==> src/rtl/yurut_denetim_pkg.sv <==
`default_nettype none
// +----------------------------------------------------------------------+
// | Module      : yurut_denetim_pkg                                      |
// | Description : Shared definitions for the execute-stage sequencer:    |
// |               functional-unit codes, FSM state encodings and a       |
// |               helper that identifies single-cycle operations.        |
// | Revision    : 1.0 - initial release                                  |
// +----------------------------------------------------------------------+
package yurut_denetim_pkg;

  // Functional-unit codes (also the writeback mux select encoding)
  localparam logic [1:0] BIRIM_AMB    = 2'd0;
  localparam logic [1:0] BIRIM_CARPMA = 2'd1;
  localparam logic [1:0] BIRIM_BOLME  = 2'd2;
  localparam logic [1:0] BIRIM_BELLEK = 2'd3;

  // Sequencer states
  localparam logic [1:0] BOSTA  = 2'd0;
  localparam logic [1:0] CARPMA = 2'd1;
  localparam logic [1:0] BOLME  = 2'd2;
  localparam logic [1:0] BELLEK = 2'd3;

  // An op finishes in the cycle after accept without leaving BOSTA when it
  // is an ALU op, a divide by zero, or a multiply on a 1-cycle multiplier.
  function automatic logic tek_cevrim(input logic [1:0] birim,
                                      input logic       bolen_sifir,
                                      input logic       carpma_tek);
    return (birim == BIRIM_AMB) ||
           ((birim == BIRIM_BOLME) && bolen_sifir) ||
           ((birim == BIRIM_CARPMA) && carpma_tek);
  endfunction

endpackage
`default_nettype wire

==> src/rtl/yurut_denetim_gecikme_sayaci.sv <==
`default_nettype none
// +----------------------------------------------------------------------+
// | Module      : gecikme_sayaci                                         |
// | Description : Loadable saturating down-counter used to time the      |
// |               multiplier latency and the divider iterations.         |
// | Ports       : clk_i, rst_i   clock / sync active-high reset          |
// |               yukle_i        load deger_i                            |
// |               deger_i        load value                              |
// |               etkin_i        count enable (decrement)                |
// |               temizle_i      clear to zero (highest priority)        |
// |               sifir_o        counter currently zero                  |
// | Revision    : 1.0 - initial release                                  |
// +----------------------------------------------------------------------+
module gecikme_sayaci #(
  parameter int SAYAC_BIT = 6
) (
  input  logic                 clk_i,
  input  logic                 rst_i,
  input  logic                 yukle_i,
  input  logic [SAYAC_BIT-1:0] deger_i,
  input  logic                 etkin_i,
  input  logic                 temizle_i,
  output logic                 sifir_o
);

  localparam logic [SAYAC_BIT-1:0] c_bir = SAYAC_BIT'(1);

  logic [SAYAC_BIT-1:0] sayac_q, sayac_d;

  always_comb begin
    sayac_d = sayac_q;
    if (temizle_i) begin
      sayac_d = '0;
    end else if (yukle_i) begin
      sayac_d = deger_i;
    end else if (etkin_i && (sayac_q != '0)) begin
      // Saturates at zero: never wraps
      sayac_d = sayac_q - c_bir;
    end
  end

  always_ff @(posedge clk_i) begin
    if (rst_i) begin
      sayac_q <= '0;
    end else begin
      sayac_q <= sayac_d;
    end
  end

  assign sifir_o = (sayac_q == '0);

endmodule
`default_nettype wire

==> src/rtl/yurut_denetim.sv <==
`default_nettype none
// +----------------------------------------------------------------------+
// | Module      : yurut_denetim                                          |
// | Description : Execute-stage sequencer. Accepts one decoded op per    |
// |               handshake and steers it to ALU, multiplier, iterative  |
// |               divider or memory unit; drives readiness, datapath     |
// |               strobes and writeback valid / source select.           |
// | Ports       : clk_i, rst_i        clock / sync active-high reset     |
// |               cyo_gecerli_i       decode offers an op                |
// |               cyo_birim_i         target unit code                   |
// |               cyo_bolen_sifir_i   divisor is zero                    |
// |               ddb_durdur_i        downstream stall                   |
// |               ddb_bosalt_i        flush in-flight op                 |
// |               ddb_hazir_o         ready to accept                    |
// |               yurut_kaydet_o      accept strobe                      |
// |               bolme_adim_o        divider iterate enable             |
// |               bib_sec_o           memory request active              |
// |               bib_durdur_i        memory busy                        |
// |               gy_gecerli_o        writeback valid                    |
// |               gy_birim_o          writeback source select            |
// | Revision    : 1.0 - initial release                                  |
// +----------------------------------------------------------------------+
module yurut_denetim
  import yurut_denetim_pkg::*;
#(
  parameter int CARPMA_GECIKME = 2,
  parameter int BOLME_DONGU    = 32,
  parameter int SAYAC_BIT      = 6
) (
  input  logic       clk_i,
  input  logic       rst_i,
  input  logic       cyo_gecerli_i,
  input  logic [1:0] cyo_birim_i,
  input  logic       cyo_bolen_sifir_i,
  input  logic       ddb_durdur_i,
  input  logic       ddb_bosalt_i,
  output logic       ddb_hazir_o,
  output logic       yurut_kaydet_o,
  output logic       bolme_adim_o,
  output logic       bib_sec_o,
  input  logic       bib_durdur_i,
  output logic       gy_gecerli_o,
  output logic [1:0] gy_birim_o
);

  // The counter exits on the cycle it is zero, so a state that must last
  // K cycles is loaded with K-1. CARPMA lasts L-1 cycles, BOLME N cycles.
  localparam int                   c_mul_yuk_int = (CARPMA_GECIKME >= 2) ? (CARPMA_GECIKME - 2) : 0;
  localparam logic [SAYAC_BIT-1:0] c_mul_yuk     = SAYAC_BIT'(c_mul_yuk_int);
  localparam logic [SAYAC_BIT-1:0] c_div_yuk     = SAYAC_BIT'(BOLME_DONGU - 1);
  localparam logic                 c_carpma_tek  = (CARPMA_GECIKME < 2);

  logic [1:0] durum_q, durum_d;
  logic       gy_gecerli_q, gy_gecerli_d;
  logic [1:0] gy_birim_q, gy_birim_d;
  logic       iptal_q, iptal_d;

  logic                 w_kabul;
  logic                 w_tamam;
  logic                 w_sayac_yukle;
  logic [SAYAC_BIT-1:0] w_yuk_deger;
  logic                 w_sayac_sifir;

  assign ddb_hazir_o    = (durum_q == BOSTA) & ~ddb_durdur_i & ~rst_i;
  assign w_kabul        = cyo_gecerli_i & ddb_hazir_o & ~ddb_bosalt_i;
  assign yurut_kaydet_o = w_kabul;

  assign w_sayac_yukle = w_kabul &
                         (((cyo_birim_i == BIRIM_CARPMA) & ~c_carpma_tek) |
                          ((cyo_birim_i == BIRIM_BOLME) & ~cyo_bolen_sifir_i));
  assign w_yuk_deger   = (cyo_birim_i == BIRIM_BOLME) ? c_div_yuk : c_mul_yuk;

  gecikme_sayaci #(
    .SAYAC_BIT (SAYAC_BIT)
  ) u_gecikme_sayaci (
    .clk_i     (clk_i),
    .rst_i     (rst_i),
    .yukle_i   (w_sayac_yukle),
    .deger_i   (w_yuk_deger),
    .etkin_i   (~ddb_durdur_i),
    .temizle_i (ddb_bosalt_i),
    .sifir_o   (w_sayac_sifir)
  );

  always_comb begin
    durum_d    = durum_q;
    iptal_d    = iptal_q;
    w_tamam    = 1'b0;
    gy_birim_d = w_kabul ? cyo_birim_i : gy_birim_q;

    case (durum_q)
      BOSTA: begin
        if (w_kabul) begin
          if (tek_cevrim(cyo_birim_i, cyo_bolen_sifir_i, c_carpma_tek)) begin
            w_tamam = 1'b1;
          end else if (cyo_birim_i == BIRIM_CARPMA) begin
            durum_d = CARPMA;
          end else if (cyo_birim_i == BIRIM_BOLME) begin
            durum_d = BOLME;
          end else begin
            durum_d = BELLEK;
          end
        end
      end
      CARPMA, BOLME: begin
        if (ddb_bosalt_i) begin
          durum_d = BOSTA;
        end else if (!ddb_durdur_i && w_sayac_sifir) begin
          durum_d = BOSTA;
          w_tamam = 1'b1;
        end
      end
      default: begin
        // The bus transfer cannot be aborted; a flush only marks the
        // result to be dropped once the transfer ends.
        if (ddb_bosalt_i) begin
          iptal_d = 1'b1;
        end
        if (!bib_durdur_i) begin
          durum_d = BOSTA;
          iptal_d = 1'b0;
          w_tamam = ~(iptal_q | ddb_bosalt_i);
        end
      end
    endcase

    // Result is held while downstream stalls; a flush drops it.
    gy_gecerli_d = ddb_bosalt_i ? 1'b0 : (w_tamam | (gy_gecerli_q & ddb_durdur_i));
  end

  always_ff @(posedge clk_i) begin
    if (rst_i) begin
      durum_q      <= BOSTA;
      gy_gecerli_q <= 1'b0;
      gy_birim_q   <= BIRIM_AMB;
      iptal_q      <= 1'b0;
    end else begin
      durum_q      <= durum_d;
      gy_gecerli_q <= gy_gecerli_d;
      gy_birim_q   <= gy_birim_d;
      iptal_q      <= iptal_d;
    end
  end

  assign bolme_adim_o = (durum_q == BOLME) & ~ddb_durdur_i & ~ddb_bosalt_i;
  assign bib_sec_o    = (durum_q == BELLEK);
  assign gy_gecerli_o = gy_gecerli_q;
  assign gy_birim_o   = gy_birim_q;

endmodule
`default_nettype wire

==> config.mk <==
export PLATFORM = sky130hd
export DESIGN_NAME = yurut_denetim
export DESIGN_NICKNAME = d
export VERILOG_FILES = /design/src/rtl/yurut_denetim_pkg.sv /design/src/rtl/yurut_denetim_gecikme_sayaci.sv /design/src/rtl/yurut_denetim.sv
export SDC_FILE = /design/constraint.sdc
export NUM_CORES = 1
export LEC_CHECK = 0
export ABC_AREA = 1
export CAP_MARGIN = 5
export CORE_MARGIN = 2
export CORE_UTILIZATION = 52
export CTS_BUF_LIST = sky130_fd_sc_hd__clkbuf_8
export CTS_CLUSTER_SIZE = 40
export DETAILED_ROUTE_END_ITERATION = 6
export GPL_ROUTABILITY_DRIVEN = 0
export PLACE_DENSITY = 0.86
export SLEW_MARGIN = 20
export SYNTH_ARGS = -nofsm -noshare
export SYNTH_HDL_FRONTEND = slang
export SYNTH_SLANG_ARGS = --single-unit
==> constraint.sdc <==
create_clock -name clk_i -period 1.5 [get_ports clk_i]
set_input_delay 0.3 -clock clk_i [delete_from_list [all_inputs] [get_ports clk_i]]
set_output_delay 0.3 -clock clk_i [all_outputs]
set_load 0.1 [all_outputs]
Yosys cells after proc, flatten, opt, wreduce, memory -nomap -nowiden
Cells that the tools add are included.
- output and inout bits: 7
- logic and storage cells: 68
- bits in registers: 12
- input port bits: 9
- mux-type cells: 19
- eq/ne operators: 10
- add/sub/neg operators: 1
- bitwise operators: 18
- reduce and logical (&&, ||, !) cells: 15
- operators with widths (kind ; count):
    $mux W2 ; 6
    $mux W6 ; 2
    $and A1 B1 Y1 ; 9
    $mux W1 ; 8
    $eq A2 B2 Y1 const B ; 3
    $logic_not A6 Y1 ; 1
    $ne A2 B2 Y1 const B ; 3
    $not A1 Y1 ; 6
    $reduce_bool A6 Y1 ; 1
    $sub A6 B1 Y6 const B ; 1
    $mux W5 ; 1
    $eq A2 B1 Y1 const B ; 2
    $logic_not A2 Y1 ; 2
    $pmux W2 S2 ; 1
    $reduce_and A4 Y1 ; 1
    $reduce_or A2 Y1 ; 2
    $logic_and A1 B1 Y1 ; 3
    $ne A3 B1 Y1 const B ; 1
    $ne A3 B3 Y1 const B ; 1
    $or A1 B1 Y1 ; 3
    $reduce_or A3 Y1 ; 1
    $pmux W1 S2 ; 1
    $reduce_and A2 Y1 ; 1
    $reduce_bool A2 Y1 ; 1
    other kinds (2) ; 2

Logic depth before layout (Yosys ltp)
Gate-level depths: netlist (run 1).
- depth after elaboration: 8
- depth in mapped cells: 11
- gate-level depth less buffers: 11

Cells and area by module
Synthesis (run 1) repeated with hierarchy kept, for this count alone.
- cells, all modules: 140
- area, all modules: 914.6 µm²
- by module, submodules not included (module ; area an instance (µm²) ; cells each ; instances ; sequential area each (µm²)):
    yurut_denetim ; 461.7 ; 77 ; 1 ; 120.1
    gecikme_sayaci ; 452.9 ; 63 ; 1 ; 120.1

Least setup slack after synthesis (run 1)
OpenSTA, ideal clock, no wires.
- kind: register -> output
- start: reg durum_q[0]
- end: out ddb_hazir_o
- required time: 1200 ps
- path buffers: 0
- stages on the path, launching flop included: 5
- arrival time: 2643 ps
- path slack: -1443 ps
- cell sequence: dfxtp_1 -> inv_1 -> ha_1 -> inv_2 -> nor3_1
- longest elaborated chain between the ends: 3
- ends and longest elaborated chain (element ; line ; RTL):
    start, declared ; yurut_denetim.sv:53 ; logic [1:0] durum_q, durum_d;
    start signal, assigned ; yurut_denetim.sv:138 ; durum_q <= durum_d;
    $logic_not A2 Y1 ; yurut_denetim.sv:64 ; assign ddb_hazir_o = (durum_q == BOSTA) & ~ddb_durdur_i & ~rst_i;
    $and A1 B1 Y1 (2 in a row) ; yurut_denetim.sv:64 ;
    end, declared ; yurut_denetim.sv:37 ; output logic ddb_hazir_o,
Every way passes these cells.

Worst setup path in the final report (run 1)
- start: reg durum_q[1]
- end: reg durum_q[1]
- longest elaborated chain between the ends: 7
- elaborated cells on any way between the ends: 14
- ends and longest elaborated chain (element ; line ; RTL):
    $logic_not A2 Y1 ; yurut_denetim.sv:64, yurut_denetim.sv:91 ;
    $and A1 B1 Y1 (2 in a row) ; yurut_denetim.sv:64 ;
    $and A1 B1 Y1 (2 in a row) ; yurut_denetim.sv:65 ; assign w_kabul = cyo_gecerli_i & ddb_hazir_o & ~ddb_bosalt_i;
    $ne A2 B2 Y1 (no line) ; -- ;
    $reduce_and A4 Y1 (no line) ; -- ;
Parallel ways exist; a longest one is shown, timed or not.
A chain may end at the register's enable or synchronous reset.

==> results of run 1 <==
flip-flops by register name (all words and copies together) (netlist names):
signal and count:
iptal_q 1, gy_gecerli_o 1, durum_q 2, gy_birim_o 2, u_gecikme_sayaci.sayac_q 6
layout make-up:
| type | instances | share of cell area [%] |
|---|---|---|
| Inverter | 19 | 5.93 |
| Clock buffer | 4 | 4.01 |
| Tap cell | 16 | 1.46 |
| Sequential cell | 12 | 17.7 |
| Timing Repair Buffer | 35 | 28.2 |
| Multi-Input combinational cell | 90 | 42.8 |
how the worst max path moves through the flow:
stage | startpoint | to | slack (ns) | depth (start not counted)
floorplan | durum_q[1] | ddb_hazir_o | -0.15 | 4
global placement | ddb_durdur_i | yurut_kaydet_o | -0.15 | 5
detailed placement | ddb_durdur_i | u_gecikme_sayaci.sayac_q[1] | -0.22 | 9
CTS | durum_q[1] | ddb_hazir_o | -0.16 | 6
global route | durum_q[0] | durum_q[1] | -0.23 | 11
finish | durum_q[1] | durum_q[1] | -0.21 | 13
stage by stage:
step,TNS [ns],worst slack [ns],hold WS [ns]
floorplan,-0.150,-0.150,0.379
global placement,-1.41,-0.148,0.498
detailed placement,-1.97,-0.221,0.513
CTS,-0.478,-0.161,0.521
global route,-2.03,-0.232,0.469
finish,-1.18,-0.211,0.471
synthesized netlist by cell type:
master | instances | area, um2
nor2_1 | 28 | 105
nand2_1 | 21 | 78.8
inv_1 | 16 | 60.1
dfxtp_1 | 12 | 240
a21oi_1 | 8 | 40.0
o21ai_0 | 6 | 30.0
ha_1 | 5 | 62.6
nor3_1 | 3 | 15.0
inv_2 | 2 | 7.51
nand2_4 | 2 | 22.5
nand3_1 | 2 | 10.0
nand3_2 | 2 | 20.0
nor2_2 | 2 | 12.5
o21ai_1 | 2 | 10.0
xnor2_1 | 2 | 17.5
a21boi_0 | 1 | 7.51
a22oi_1 | 1 | 7.51
inv_4 | 1 | 6.26
nand2_8 | 1 | 20.0
nand3b_1 | 1 | 7.51
nand4_1 | 1 | 6.26
o21ai_2 | 1 | 8.76
xor2_1 | 1 | 8.76
worst max-delay path: cells and delay by family (launching register included):
family,cells,cell delay (ns)
buffers and inverters,4,0.34
adder cells (fa/ha/maj),1,0.15
AO/OA/AOI/OAI,1,0.15
flip-flops,1,0.34
AND/OR/NAND/NOR,7,0.65
routing by layer:
layer  vias to the layer above  global-route usage, %
li1                        464                      -
met1                       508                   49.6
met2                        96                   66.0
met3                        34                   7.08
met4                         0                   21.8
met5                         -                      0
logic make-up (layout without fill, tap and decap cells):
family                     count (synthesis)  count (layout)  synth area share (%)
adders and majority gates                  5               5                  7.78
buffers and inverters                     19              58                  9.18
and+or+nand+nor                           63              63                  37.0
DFF                                       12              12                  29.9
xor gates and xnor gates                   3               3                  3.27
AOI/OAI and AO/OA                         19              19                  12.9
cell usage in the layout, fill, tap and decap left out, types with 3 or more instances in the layout:
| cell type | instances |
|---|---|
| o21ai_0 | 4 |
| buf_4 | 16 |
| buf_12 | 7 |
| a21oi_1 | 6 |
| clkbuf_8 | 4 |
| nor2_1 | 21 |
| inv_2 | 4 |
| o21ai_1 | 4 |
| nand2_8 | 3 |
| buf_6 | 4 |
| clkdlybuf4s50_1 | 6 |
| dfxtp_1 | 10 |
| inv_1 | 13 |
| nand2_1 | 19 |
| nor2_2 | 7 |
power by group:
group | internal, uW | switching, uW
Clock | 233 | 130
Combinational | 351 | 562
Sequential | 356 | 37.7
Total | 940 | 730
what timing repair did:
| item | CTS | global route |
|---|---|---|
| gates cloned | 0 | 0 |
| pin swaps | 5 | 5 |
| endpoints found under the setup margin | 4 | 14 |
| gates resized for setup | 19 | 9 |
| hold endpoints to repair | 0 | 0 |
| setup buffers | 7 | 1 |
==> impl_results.md, run 1 <==
- Die Height: 43.3 um
- Clock root cell: clkbuf_8
- Count of final setup violators: 11
- Initial Utilization: 54.7%
- Critical-path cell list: inv_2 > ha_4 > inv_2 > buf_6 > buf_6 > nor2_1 > nand2_1 > nand2_1 > a21oi_2 > nand2_2 > nand2_1 > nand2_1 > nor2_1
- Crit end category: register
- Crit Path Max Fanout: 4
- Max Slew Vio Count: 0
- Critical Path AT: 1.87 ns
- DP HPWL: 1.77 mm
- RSZ-0062 raised after global routing: yes
- Worst R2R End: durum_q[1]
- Clock skew: 0.00246 ns
- DR WL met2: roughly 1.9 mm
- DRT antenna net count: 0
- Fraction of layout cells with a size suffix above 1: 38.8%
- PortBufs: 15
- Max stage delay cell, worst path: dfxtp_2
- CTS Hold Bufs: 0
- Reg2reg setup slack: -0.21 ns
- CP dominant cell by count: nand2_1
- Failing checks: setup timing
- Post-Syn Nets: 135
- Area grow syn2layout: 70.6%
- Non-Filler Instances: 176
- Final wirelength: about 4.0 mm
- Die ar.: 0.00188 mm2
- Vias per cell: 6.26
- Seq cells post-synth: 12
- Final instance area: 0.00137 mm2
- Largest net degree at the start of global routing: 9
- Total power: 1670 uW
- Hold Path End: iptal_q
- Post-route setup slack: -0.211 ns
- Outcome: finished, violations left
- Netlist cell types: 23
- WL met1: roughly 1.4 mm
- Fmax: between 0.5 and 0.6 GHz
- Crit share post-route: 114%
- Slew @ Worst Pin: 0.428 ns
- Global Route Usage Sum: 40.1%
- CTS Sinks: 12
- IO Count: 16
- Synth Warn #: 0
- Crit start category: register
- Peak per-stage delay on the critical path: ~0.34 ns
- CTS buffer count: 3
- Final hold vios: 0
- Min Clock Period, post-route: ~1.7 ns
- Final #Nets: 175
- Clock buffer depth: 2
- Syn Inst Count: 121
- Hold depth: 3
- WP data required: 1.66 ns
- Worst-Skew Late Latency: roughly 0.25 ns
- Grt ovf: 0
- Dpl cell area: 0.00117 mm2
- Row cnt: 14
- Wire per inst: 22.5 um
- Placeable Area: 0.00147 mm2
- TritonCTS clock tree: done
- DRT Pass-1 Iters: 6
- Register Area: 243 um2
- Worst-path clk slew: roughly 0.050 ns
- Post-Syn Area: 805 um2
- Sequential fraction of the synthesis area: 29.9%
- Number of global-route vias before repair: 1,090
- Multi-input logic area: 587 um2
- Maximum vdd ir drop: 0.940 mV
- H-tree Lvls: 1
- First-pass GRT wire length: roughly 5.5 mm
- Post-Route Utilization: 93.3%
- Max Cap Viol: 0
- R2R cell count: 13
- Antenna violations before repair: 0
- Cell area power density: approximately 1200 mW/mm2
- Antenna diode count: 0
- Max-slew headroom: between 70 and 80%
- Reg2Reg Launch Point: durum_q[1]
- # DRC: 0
- Hold path start: rst_i
- Crit Path Class: register to register
- Highest routed layer: met4
- Routed met3 length: 445 um
- FILL cells: 47
- Routed vias: 1,102
- Static Leak: 0.000629 uW
- DRT iter0 DRCs: 128
- DIE WIDTH: around 43 um
- Avg Cell Area, Syn: between 6 and 7 um2
- Placed cell count: 164
- Hold WC Path Type: primary input to register
(Power assumes the default switching activity.)
==> inputs of run 2 (changes only) <==
- CTS_BUF_LIST: sky130_fd_sc_hd__clkbuf_8 -> sky130_fd_sc_hd__clkbuf_4 sky130_fd_sc_hd__clkbuf_8
==> impl_results.md, run 2 (synthesis gave the netlist of run 1 again) <==
- Outcome: finished, violations left
- Failing checks: setup timing
- PortBufs: 15
- Worst R2R End: durum_q[0]
- Crit share post-route: 114%
- Clock skew: 0.00473 ns
- Worst-Skew Late Latency: approximately 0.28 ns
- Die Height: 43.3 um
- Die ar.: 0.00188 mm2
- CTS Hold Bufs: 0
- Crit end category: register
- Post-route setup slack: -0.209 ns
- Crit Path Class: register to register
- Static Leak: 0.000630 uW
- Maximum vdd ir drop: 0.977 mV
- Most frequent cells in the layout: nor2_1, nand2_1, buf_4
- Reg2reg setup slack: -0.21 ns
- Area grow syn2layout: 72.5%
- Antenna diode count: 0
- Number of global-route vias before repair: ~950
- Setup TNS: -1.54 ns
- Crit start category: register
- DP HPWL: 1.77 mm
- Hold WC Path Type: primary input to register
- Global Route Usage Sum: 31.7%
- Antenna violations before repair: 0
- DIE WIDTH: 43.3 um
- Final hold slack: 0.495 ns
- Final #Nets: 175
- Placeable Area: 0.00147 mm2
- Commonest non-fill, non-tap cell in the layout: nor2_1
- Vias per cell: 6.62
- Max-slew headroom: 68.0%
- Fraction of layout cells with a size suffix above 1: about 41%
- Hold path start: rst_i
- Count of final setup violators: 13
- Critical Path AT: roughly 1.9 ns
- Cell area power density: 1150 mW/mm2
- CTS Sinks: 12
- Initial Utilization: 54.7%
- First-pass GRT wire length: between 4 and 5 mm
- # DRC: 0
- Wire per inst: 21.9 um
- Clock buffer depth: 2
- Crit Path Max Fanout: 4
- Max Slew Vio Count: 0
- Slew @ Worst Pin: 0.477 ns
- WP data required: 1.67 ns
- Clock root cell: clkbuf_4
- CTS buffer count: 3
- IO Count: 16
- Hold depth: 3
- Routed vias: 1,165
- Hold Path End: iptal_q
- Min Clock Period, post-route: approximately 1.7 ns
- Fmax: 0.585 GHz
- Final wirelength: slightly below 4 mm
- DRT iter0 DRCs: 116
- Largest net degree at the start of global routing: 9
- Top reg by flops: u_gecikme_sayaci.sayac_q
- RSZ-0062 raised after global routing: yes
- Max reg flops: 6
- DRT antenna net count: 0
- Reg2Reg Launch Point: durum_q[1]
- DRT Pass-1 Iters: 4
- Row cnt: 14
- Worst-path clk slew: approximately 0.090 ns
- H-tree Lvls: 1
- R2R cell count: 11
- Final hold vios: 0
- TritonCTS clock tree: done
- Grt ovf: 0
- Max Cap Viol: 0
- Dpl ws: -0.221 ns
## run 2: per-layer routing
metal,routed length (um),GRT usage [%],part of all wire [%],vias up
met5,0,0,0,-
li1,-,-,-,464
met1,1300,33.9,34,534
met3,414,4.17,11,44
met2,1850,61.2,48,123
met4,293,13.3,7.6,0
## run 2: worst max-delay path by stage
stage / to / slack (ns) / from / depth (start not counted)
after floorplan: ddb_hazir_o / -0.15 / durum_q[1] / 4
after global placement: yurut_kaydet_o / -0.15 / ddb_durdur_i / 5
after detailed placement: u_gecikme_sayaci.sayac_q[1] / -0.22 / ddb_durdur_i / 9
after CTS: ddb_hazir_o / -0.20 / durum_q[1] / 6
after global routing: durum_q[0] / -0.28 / durum_q[0] / 13
final: durum_q[0] / -0.21 / durum_q[1] / 11
## run 2: power breakdown
part	internal (uW)	leakage [uW]	switching, uW
clock	148	0.0000210	120
combinational	366	0.000511	564
sequential	356	0.0000981	42.9
total	869	0.000630	727
## run 2: cell type report
| class | instances | area (um2) |
|---|---|---|
| inverters | 19 | 86.3 |
| well taps | 16 | 20.0 |
| flip-flops and latches | 12 | 243 |
| fillers | 49 | 83.8 |
| clock buffers | 4 | 36.3 |
| multi-input cells | 90 | 616 |
| repair buffers | 35 | 387 |
## run 2: metrics by stage
step	utilization, %	instance area [um2]	power, uW	instances
floorplan	-	842	805	121
global placement	79.7	1170	987	164
detailed placement	79.7	1170	1010	164
CTS	89.6	1320	1370	174
global route	94.3	1390	1650	176
finish	94.3	1390	1600	176
## run 2: worst max-delay path: stages (launching register included)
cell and delay (ns):
dfxtp_2 0.34, inv_2 0.09, ha_4 0.15, inv_4 0.04, buf_6 0.11, buf_4 0.15
nand3b_1 0.10, nand2_1 0.08, a21oi_2 0.15, nand2_2 0.12, nor2_1 0.18, nor2_1 0.09
## run 2: timing repair
item	4_1_cts	5_1_grt
pin swaps	4	8
buffers inserted	6	3
resized for setup	21	15
endpoints found under the setup margin	4	14
